## config.mk

```make
export PLATFORM = sky130hd
export DESIGN_NAME = sc_ifu
export DESIGN_NICKNAME = d
export VERILOG_FILES = /design/src/rtl/sc_ifu.sv
export SDC_FILE = /design/constraint.sdc
export NUM_CORES = 1
export LEC_CHECK = 0
export ABC_CLOCK_PERIOD_IN_PS = 7450
export CAP_MARGIN = 25
export CELL_PAD_IN_SITES_DETAIL_PLACEMENT = 0
export CELL_PAD_IN_SITES_GLOBAL_PLACEMENT = 2
export CORE_MARGIN = 1
export CORE_UTILIZATION = 29
export CTS_CLUSTER_SIZE = 10
export DETAILED_ROUTE_END_ITERATION = 16
export GPL_TIMING_DRIVEN = 0
export PLACE_DENSITY = 0.95
export SLEW_MARGIN = 40
export SYNTH_ARGS = -nofsm -noshare
export SYNTH_HDL_FRONTEND = slang
export SYNTH_SLANG_ARGS = --single-unit
```

## constraint.sdc

```tcl
create_clock -name clock -period 7.45 [get_ports clock]
set_input_delay 1.1175 -clock clock [delete_from_list [all_inputs] [get_ports clock]]
set_output_delay 1.1175 -clock clock [all_outputs]
set_load 0.01 [all_outputs]
```

## src/rtl/sc_ifu.sv

```systemverilog
// ---------------------------------------------------------------------------
// sc_ifu -- instruction fetch unit for a multi-cycle, single-issue core.
//
// The unit runs a three-state loop: IDLE (one cycle after reset), FETCH
// (request the word at pc and wait for an ack, with no timeout) and EXEC
// (present the captured instruction to the decoder until stall drops, then
// advance pc to the selected next PC).
//
// Optional feature (macro SC_IFU_MISALIGN_TRAP_EN):
//   defined   -> a next PC with non-zero low bits redirects pc to TRAP_PC and
//                pulses trap for the following cycle.
//   undefined -> the low two bits of the next PC are cleared; trap is 0.
//
// Parameters:
//   RESET_PC   PC loaded by reset.
//   TRAP_PC    PC loaded on a misaligned-target redirect.
//
// Ports:
//   clock       in   single clock, rising edge
//   reset       in   asynchronous, active-high reset
//   pcsource    in   next-PC select: 00 seq, 01 branch, 10 jr, 11 j/jal
//   ra          in   jr target register value
//   stall       in   hold the current instruction in EXEC
//   imem_req    out  instruction memory read request (high in FETCH)
//   imem_addr   out  fetch address (always pc)
//   imem_ack    in   read data valid this cycle
//   imem_rdata  in   instruction word
//   inst        out  registered instruction for the decoder
//   pc          out  registered PC of inst
//   pc4         out  pc + 4
//   inst_valid  out  inst is executing this cycle (high in EXEC)
//   trap        out  one-cycle pulse after a misaligned-target redirect
// ---------------------------------------------------------------------------
module sc_ifu #(
    parameter logic [31:0] RESET_PC = 32'h0000_0000,
    parameter logic [31:0] TRAP_PC  = 32'h0000_0080
) (
    input  logic        clock,
    input  logic        reset,
    input  logic [1:0]  pcsource,
    input  logic [31:0] ra,
    input  logic        stall,
    output logic        imem_req,
    output logic [31:0] imem_addr,
    input  logic        imem_ack,
    input  logic [31:0] imem_rdata,
    output logic [31:0] inst,
    output logic [31:0] pc,
    output logic [31:0] pc4,
    output logic        inst_valid,
    output logic        trap
);

    typedef enum logic [1:0] {
        IDLE  = 2'b00,
        FETCH = 2'b01,
        EXEC  = 2'b10
    } state_t;

    state_t      state_reg, state_next;
    logic [31:0] pc_reg, pc_next;
    logic [31:0] inst_reg, inst_next;
    logic [31:0] pc4_w;
    logic [31:0] branch_off;
    logic [31:0] npc;
    logic [31:0] pc_advance;

    assign pc4_w = pc_reg + 32'd4;

    // Branch displacement is a signed word offset relative to pc + 4.
    assign branch_off = {{14{inst_reg[15]}}, inst_reg[15:0], 2'b00};

    always_comb begin
        npc = pc4_w;
        case (pcsource)
            2'b00:   npc = pc4_w;
            2'b01:   npc = pc4_w + branch_off;
            2'b10:   npc = ra;
            default: npc = {pc4_w[31:28], inst_reg[25:0], 2'b00};
        endcase
    end

`ifdef SC_IFU_MISALIGN_TRAP_EN
    logic trap_reg, trap_next;
    logic misaligned;

    assign misaligned = (npc[1:0] != 2'b00);
    assign pc_advance = misaligned ? TRAP_PC : npc;
`else
    // Low bits are dropped silently; keep the otherwise unread bits visible
    // to lint as intentionally unused.
    logic unused_trap_bits;

    assign unused_trap_bits = ^{TRAP_PC, npc[1:0]};
    assign pc_advance       = {npc[31:2], 2'b00};
`endif

    // Next-state / next-data logic.
    always_comb begin
        state_next = state_reg;
        pc_next    = pc_reg;
        inst_next  = inst_reg;
`ifdef SC_IFU_MISALIGN_TRAP_EN
        trap_next  = 1'b0;
`endif
        case (state_reg)
            IDLE: begin
                state_next = FETCH;
            end
            FETCH: begin
                if (imem_ack) begin
                    inst_next  = imem_rdata;
                    state_next = EXEC;
                end
            end
            EXEC: begin
                // pcsource/ra are only sampled on the advancing cycle.
                if (!stall) begin
                    pc_next    = pc_advance;
                    state_next = FETCH;
`ifdef SC_IFU_MISALIGN_TRAP_EN
                    trap_next  = misaligned;
`endif
                end
            end
            default: begin
                state_next = IDLE;
            end
        endcase
    end

    always_ff @(posedge clock or posedge reset) begin
        if (reset) begin
            state_reg <= IDLE;
            pc_reg    <= RESET_PC;
            inst_reg  <= 32'h0000_0000;
        end else begin
            state_reg <= state_next;
            pc_reg    <= pc_next;
            inst_reg  <= inst_next;
        end
    end

`ifdef SC_IFU_MISALIGN_TRAP_EN
    always_ff @(posedge clock or posedge reset) begin
        if (reset) begin
            trap_reg <= 1'b0;
        end else begin
            trap_reg <= trap_next;
        end
    end

    assign trap = trap_reg;
`else
    assign trap = 1'b0;
`endif

    // Request and valid decode straight from the state register, so an
    // asynchronous reset drops them immediately.
    assign imem_req   = (state_reg == FETCH);
    assign inst_valid = (state_reg == EXEC);
    assign imem_addr  = pc_reg;
    assign pc         = pc_reg;
    assign pc4        = pc4_w;
    assign inst       = inst_reg;

endmodule

```

After elaboration in Yosys (flattened, before gate mapping)
Cells that the tools add are included.

cells by class
  reductions and logical operators = 5
  $add $sub $neg = 2
  muxes and demuxes = 4
  bitwise operators = 1
  eq/ne operators = 6

operator list
  cell                                                             count
  32-bit one-hot mux with 3 select lines                           1
  32-bit by 3-bit adder with 32-bit output, second input constant  1
  32-bit adder                                                     1
  2-bit one-hot mux with 3 select lines                            1
  2-bit AND reduction                                              3
  2-bit by 1-bit == test with 1-bit output, second input constant  2
  2-bit == test, second input constant                             2
  2-bit logical NOT                                                2
  2-bit 2-to-1 mux                                                 2
  2-bit by 1-bit != test with 1-bit output, second input constant  1
  2-bit != test, second input constant                             1
  1-bit inverter                                                   1

storage, ports and cells
  register bits after elaboration = 64
  logic and storage cells = 21
  output and inout bits = 131

Longest topological paths before layout
Gate-level depths: netlist of run 1.

  depth after elaboration = 3
  gate-level depth with buffers = 17
  mapped depth without buffers = 16

Worst setup path after synthesis of run 1
Ideal clock, no wire load.

  kind = register -> register
  start point = reg pc_reg[4], in the netlist imem_addr[4]
  end point = reg pc_reg[22], in the netlist imem_addr[22]
  setup slack = 3.734 ns
  cell stages (with the launch flop) = 17
  data arrival time = 3.591 ns
  path buffers = 1
  setup time = 0.125 ns
  clock period less this slack = 3.716 ns
  cells stage by stage = dfrtp_1 and4_1 and3_1 buf_4 and4_1 nand2_1 xnor2_1 ha_1 a21oi_1 nand2_1 a21oi_1 o21ai_0 o211ai_2 nand2_1 xor2_1 mux4_2 mux2_2

on the way
  longest elaborated chain between the ends = 3

ends and longest elaborated chain
  what                                      RTL line  RTL
  start: declaration                        61        logic [31:0] pc_reg, pc_next;
  start signal: assignment                  139       pc_reg <= pc_next;
  32-bit by 3-bit adder with 32-bit output  68        assign pc4_w = pc_reg + 32'd4;
  via pc4[18]                               49        output logic [31:0] pc4,
  32-bit adder                              77        2'b01: npc = pc4_w + branch_off;
  32-bit one-hot mux with 3 select lines    75        case (pcsource)

The timed path passes the listed nets, and every way through them passes these cells.
A chain may end at the register's enable or synchronous reset.

Final worst setup path of run 1
  start point = reg pc_reg[4], in the netlist imem_addr[4]
  end point = reg pc_reg[30], in the netlist imem_addr[30]

on the way
  longest elaborated chain between the ends = 3

ends and longest elaborated chain
  what                                        RTL line
  32-bit by 3-bit adder with 32-bit output *  68
  32-bit adder                                77
  32-bit one-hot mux with 3 select lines *    75

Mark *: on every way between the ends. The rest lies on a longest branch, timed or not.

==> flow_summary.json, run 1 <==
{
  "hold_start": "inst[28]",
  "hold_path.class": "flop to flop",
  "coreArea_mm2": 0.01827,
  "first_pass_iters": 4,
  "gr-total-overflow": 0,
  "vias": 5188,
  "wl_per_cell_um": 18.56,
  "cts_tree": "done",
  "max_freq_mhz": 220.8,
  "critPathLaunchType": "flop",
  "num-fill-cells": 1802,
  "chipWidth_um": 139.7,
  "syn_area_mm2": 0.005495,
  "syn_inst": 589,
  "path_cells": "and4_1 > and3_1 > buf_4 > nand4_1 > or3_1 > xnor2_1 > ha_1 > nand2_1 > nor2_1 > nand3_1 > a21oi_1 > o211ai_2 > a211oi_1 > or3_1 > o31ai_1 > a221o_1",
  "syn_avg_cell_area_um2": 9.330,
  "grt_usage_pct": 20.14,
  "worstSetupStartpoint": "imem_addr[4]",
  "layout.nets": 904,
  "fin_crit_ps": 4530,
  "status": "complete, no violations",
  "synthTopCellsByArea": "dfrtp_1 (29%), ha_1 (8.2%), mux4_2 (7.0%)",
  "io_buffer_count": 190,
  "period_share_pct": 60.80,
  "p_seq_share_pct": 19.3,
  "cts_buffer_depth": 2,
  "power.internal_mw": 2.259,
  "die_h_um": 139.7,
  "avgViaCountPerCell": 5.032,
  "cp_slowest_cell": "a211oi_1",
  "p_switching_mw": 1.689,
  "tightest_slew_ps": 748.5,
  "drc": 0,
  "cts_sinks": 64,
  "clkPwrFrac_pct": 13.1,
  "relSlewSlack_pct": 50.10,
  "holdPathEnd": "inst[28]",
  "async_flop_share_pct": 100.0,
  "drt_wl_total_mm": 19.14,
  "grt_pass1_vias": 5045,
  "hold_viol": 0,
  "maxCapViolCount": 0,
  "ys_seq_area_share_pct": 29.14,
  "cp.arrival_ps": 4750,
  "end_kind": "flop",
  "grt_max_degree": 34,
  "cpMostUsedCell": "or3_1",
  "antenna_found_initial": 0,
  "cts_post_setup_buffers_inserted": 0,
  "ys_types": 59,
  "largest_register_ffs": 32,
  "timing.rr.start": "imem_addr[4]",
  "hold_buffers": 0,
  "synth_top_flop_cell": "dfrtp_1",
  "ys_ff_latch": 64,
  "drive_gt1_share_pct": 15.21,
  "clk_pin_slew_worst_paths_ps": 60,
  "p_leak_nw": 3.475,
  "yosysWarningCount": 0,
  "ios": 201,
  "worstHoldPathCells": 1,
  "ir_drop_mv": 0.1785,
  "start_util_pct": 30.08,
  "antennaDiodeCount": 0,
  "cts_buffers": 9,
  "grt_pass1_wl_mm": 29.79,
  "gp_congestion": 0.8722,
  "slew_violations": 0,
  "synth_edf_count": 0,
  "ant_nets": 0,
  "finalClockSkew_ps": 5.075,
  "tns_ps": 0,
  "worst_r2r_endpoint": "imem_addr[30]",
  "r2r_cells": 16,
  "cts_resized": 0,
  "swShare_pct": 42.78,
  "cts_max_level": 3,
  "dp_hpwl_mm": 15.02,
  "total_power_mw": 3.947,
  "crit_fanout": 8,
  "cp_slowest_stage_delay_ps": 560,
  "synth_top_area_cell": "dfrtp_1",
  "setup_viol": 0,
  "clk_latency_ps": 340,
  "reg2reg_slack_ps": 2920,
  "dieArea_mm2": 0.01950,
  "rsz0062_at_grt": "no",
  "cts-root-buf": "clkbuf_16",
  "area_growth_pct": 47.22,
  "yosys.area.top_type_share_pct": 29.14,
  "path_class": "flop to flop",
  "power.density_mw_per_mm2": 487.9,
  "cp.required_ps": 7670,
  "comb_power_share_pct": 67.6,
  "row_count": 49,
  "drtIter0Drc": 383
}
-- area by class of cell --
cell class	instances	area, um^2	share of cell area [%]
Buffer	54	347.8	4.299
Clock buffer	10	239.0	2.954
Clock inverter	6	116.4	1.438
Inverter	15	61.31	0.7578
Multi-Input combinational cell	462	3515	43.44
Sequential cell	64	1603	19.81
Tap cell	229	286.5	3.542
Timing Repair Buffer	191	1922	23.75
-- logic make-up after synthesis --
group / share of synthesized area (%)
xor+xnor: 8.106
simple gates: 16.21
flops: 29.14
fa+ha+maj: 8.561
other cells: 0.06824
buf+inv: 7.309
mux: 15.82
compound gates: 14.78
-- cell usage after synthesis (16+ instances only) --
master and instances:
buf_4 38, xnor2_1 33, nand2_1 80, nor2_1 27
mux2_2 33, ha_1 36, o21ai_0 26, a21oi_1 40
mux4_2 17, dfrtp_1 64, xor2_1 16
-- worst max path at each step --
stage,end,slack (ps),cells after the start
floorplan,imem_addr[22],3730,16
global placement,imem_addr[30],2970,16
detailed placement,imem_addr[30],3020,16
CTS,imem_addr[30],3000,16
global route,imem_addr[30],2560,16
finish,imem_addr[30],2920,16
-- critical path, delay by kind of cell, from the launching register on --
family                   cells  cell delay (ps)
AO/OA/AOI/OAI                5             1370
XOR/XNOR                     1              420
adder cells (fa/ha/maj)      1              320
buffers and inverters        1              140
flip-flops                   1              500
AND/OR/NAND/NOR              8             1670
-- metal layers --
| metal | up-vias | GRT usage (%) | part of all wire [%] |
|---|---|---|---|
| met1 | 2503 | 27.95 | 48 |
| met3 | 9 | 3.854 | 5.2 |
| met2 | 165 | 32.45 | 46 |
| met4 | 0 | 4.222 | 0.81 |
| met5 | - | 0 | 0 |
| li1 | 2511 | - | - |
-- placed cells by master (no fill, tap or decap), drive strengths merged, types with 3 or more instances in the layout --
cell type,Yosys,layout
a211oi,3,3
a21o,15,15
a21oi,42,42
a22oi,3,3
a31oi,6,6
and2,4,4
and3,9,9
and4,4,4
buf,42,43
bufinv,0,3
clkbuf,12,22
clkdlybuf4s50,0,190
clkinv,0,3
conb,1,7
dfrtp,64,64
ha,36,36
inv,15,15
mux2,34,34
mux2i,10,10
mux4,17,17
nand2,80,80
nand3,16,16
nand4,10,10
nand4b,4,4
nor2,28,28
nor2b,8,8
nor3,5,5
o211ai,6,6
o21a,4,4
o21ai,26,26
o31ai,5,5
o32ai,3,3
or3,6,6
xnor2,34,34
xor2,16,16
-- per-stage QoR --
step | cell area [um^2] | setup WS, ps | utilization (%) | std cells | hold slack, ps
3_3_place_gp | 7706 | 2970 | 42.18 | 1014 | 487.7
6_report | 8090 | 2920 | 44.28 | 1031 | 503.9
4_1_cts | 8088 | 2997 | 44.27 | 1031 | 506.9
3_5_place_dp | 7732 | 3025 | 42.32 | 1015 | 493.4
2_1_floorplan | 5518 | 3734 | - | 595 | 472.1
5_1_grt | 8090 | 2557 | 44.28 | 1031 | 525.6
-- power by group through the flow --
stage / logic [mW] / registers (mW) / clock network, mW
after floorplan: 1.58 / 0.762 / 0
after global placement: 2.65 / 0.763 / 0
after detailed placement: 2.64 / 0.767 / 0
after CTS: 2.66 / 0.762 / 0.525
after global routing: 2.90 / 0.796 / 0.539
final: 2.67 / 0.762 / 0.518
Note: power is estimated with default switching activity, not from simulation.
==> inputs of run 2 (changes only) <==
--- a/config.mk
+++ b/config.mk
@@ -5,16 +5,16 @@
 export SDC_FILE = /design/constraint.sdc
 export NUM_CORES = 1
 export LEC_CHECK = 0
-export ABC_CLOCK_PERIOD_IN_PS = 7450
+export ABC_CLOCK_PERIOD_IN_PS = 4100
 export CAP_MARGIN = 25
 export CELL_PAD_IN_SITES_DETAIL_PLACEMENT = 0
 export CELL_PAD_IN_SITES_GLOBAL_PLACEMENT = 2
 export CORE_MARGIN = 1
-export CORE_UTILIZATION = 29
+export CORE_UTILIZATION = 24
 export CTS_CLUSTER_SIZE = 10
 export DETAILED_ROUTE_END_ITERATION = 16
 export GPL_TIMING_DRIVEN = 0
-export PLACE_DENSITY = 0.95
+export PLACE_DENSITY = 0.86
 export SLEW_MARGIN = 40
 export SYNTH_ARGS = -nofsm -noshare
 export SYNTH_HDL_FRONTEND = slang
==> constraint.sdc (replaced) <==
create_clock -name clock -period 4.1 [get_ports clock]
set_input_delay 0.615 -clock clock [delete_from_list [all_inputs] [get_ports clock]]
set_output_delay 0.615 -clock clock [all_outputs]
set_load 0.01 [all_outputs]
==> run 2 against run 1 <==
Critical path depth unchanged. Sequential share of layout area decreased by 0.42 points. Clock power increased by 63%. Design area increased by 2.6%. Maximum frequency increased by 16%. Non-clock buffer count increased by 10. Via count increased by 1.6%. Critical endpoint is now imem_addr[31].
==> flow_summary.json, run 2 (synthesis gave the netlist of run 1 again) <==
{
  "fin_crit_ps": 3897,
  "swShare_pct": 43.28,
  "maxCapViolCount": 0,
  "drive_gt1_share_pct": 18.52,
  "p_seq_share_pct": 19.2,
  "grt_usage_pct": 17.69,
  "vias": 5269,
  "timing.rr.start": "imem_addr[14]",
  "setup_viol": 0,
  "p_switching_mw": 3.161,
  "p_leak_nw": 3.537,
  "coreArea_mm2": 0.02216,
  "cp_slowest_stage_delay_ps": 510,
  "cp.arrival_ps": 4120,
  "row_count": 54,
  "cp.required_ps": 4330,
  "critPathLaunchType": "flop",
  "io_buffer_count": 190,
  "cpMostUsedCell": "a21o_1",
  "path_cells": "and4_1 > nand4_1 > or2_2 > nor2_4 > nand3_1 > xnor2_2 > ha_1 > inv_1 > o21bai_1 > a21o_1 > a211o_1 > a31oi_1 > o311ai_1 > o211ai_1 > xor2_1 > a21o_1",
  "pre_cts_ws_ps": -224.8,
  "finalClockSkew_ps": 7.225,
  "final_common_cell": "clkdlybuf4s50_1",
  "ant_nets": 0,
  "chipWidth_um": 153.3,
  "grt_pass1_vias": 5188,
  "wl_per_cell_um": 18.61,
  "gr-total-overflow": 0,
  "hold_path.class": "flop to flop",
  "largest_register_ffs": 32,
  "grt_pass1_wl_mm": 31.42,
  "cts_buffers": 9,
  "cts_sinks": 64,
  "first_pass_iters": 4,
  "num-fill-cells": 2319,
  "hold_viol": 0,
  "seq_area_mm2": 0.001609,
  "layout_common_cells": "clkdlybuf4s50_1 (190), nand2_1 (80), dfrtp_1 (58), buf_4 (48), a21oi_1 (37)",
  "gp_congestion": 0.8550,
  "cts_max_level": 3,
  "worst_hold_slack_ps": 503.0,
  "drc": 0,
  "tightest_slew_ps": 768.3,
  "area_growth_pct": 51.02,
  "setup_slack_ps": 203.1,
  "path_class": "flop to flop",
  "reg2reg_slack_ps": 200,
  "antenna_found_initial": 1,
  "period_share_pct": 95.05,
  "ir_drop_mv": 0.3490,
  "r2r_cells": 16,
  "layout.nets": 914,
  "hold_buffers": 0,
  "die_h_um": 153.3,
  "relSlewSlack_pct": 48.78,
  "avgViaCountPerCell": 4.830,
  "worst_r2r_endpoint": "imem_addr[31]",
  "grt_max_degree": 34,
  "comb_power_share_pct": 69.3,
  "max_freq_mhz": 256.6,
  "clkPwrFrac_pct": 11.5,
  "crit_fanout": 6,
  "worstSetupStartpoint": "imem_addr[14]",
  "dieArea_mm2": 0.02351,
  "status": "complete, no violations",
  "multi_input_area_mm2": 0.003621,
  "cts-root-buf": "clkbuf_16",
  "start_util_pct": 24.80,
  "cts_tree": "done",
  "power.density_mw_per_mm2": 880.0,
  "dp_hpwl_mm": 16.05,
  "end_kind": "flop",
  "clk_pin_slew_worst_paths_ps": 50,
  "slew_violations": 0,
  "ios": 201,
  "clk_latency_ps": 340,
  "power.internal_mw": 4.142,
  "total_power_mw": 7.303,
  "drtIter0Drc": 253,
  "drt_wl_total_mm": 20.30,
  "cts_buffer_depth": 2,
  "worstSetupEndpoint": "imem_addr[31]",
  "cp_slowest_cell": "dfrtp_1"
}
## run 2: layout make-up
type / count / share of cell area (%)
inverter: 15 / 0.7387
clock buffer: 11 / 2.925
tap: 280 / 4.221
antenna: 1 / 0.03015
timing repair buffer: 201 / 24.06
sequential: 64 / 19.39
clock inverter: 3 / 0.8141
multi-input combinational: 462 / 43.63
buffer: 54 / 4.191
## run 2: power groups by stage
stage	registers, mW	logic [mW]	clock network [mW]
floorplan	1.39	2.87	0
global placement	1.40	4.84	0
detailed placement	1.41	4.86	0
CTS	1.40	4.92	0.876
global route	1.47	5.51	0.893
finish	1.40	5.06	0.842
## run 2: critical path, delay by kind of cell, from the launching register on
family,cells,cell delay [ps]
AO/OA/AOI/OAI,7,1310
flip-flops,1,510
buffers and inverters,1,70
XOR/XNOR,2,390
AND/OR/NAND/NOR,5,1160
adder cells (fa/ha/maj),1,330
## run 2: metal layers
layer / vias up / track usage [%] / routed length, um
met5: - / 0 / 0
met4: 0 / 5.339 / 344
met3: 21 / 3.799 / 1059
met2: 170 / 28.44 / 9524
met1: 2548 / 23.63 / 9371
li1: 2530 / - / -
## run 2: how the worst min path moves through the flow
| stage | from | endpoint | slack, ps | cells past startpoint |
|---|---|---|---|---|
| final | inst[29] | inst[29] | 500 | 1 |
| after global routing | inst[28] | inst[28] | 530 | 1 |
| after CTS | inst[29] | inst[29] | 510 | 1 |
| after detailed placement | inst[29] | inst[29] | 490 | 1 |
| after global placement | inst[29] | inst[29] | 490 | 1 |
| after floorplan | state_reg[1] | state_reg[0] | 470 | 1 |
## run 2: timing repair
action	in CTS	in global routing
gates resized for setup	8	20
hold endpoints to repair	0	0
pin swaps	1	2
setup endpoints to repair	10	13
buffers inserted	1	9
## run 2: per-stage QoR
step	cells	TNS (ps)	utilization (%)	instance area [um^2]
after floorplan	595	0	-	5518
after global placement	1065	-1030	35.06	7770
after detailed placement	1066	-702.9	35.19	7797
after CTS	1081	0	36.74	8143
after global routing	1091	-32.66	37.45	8299
final	1091	0	37.45	8299
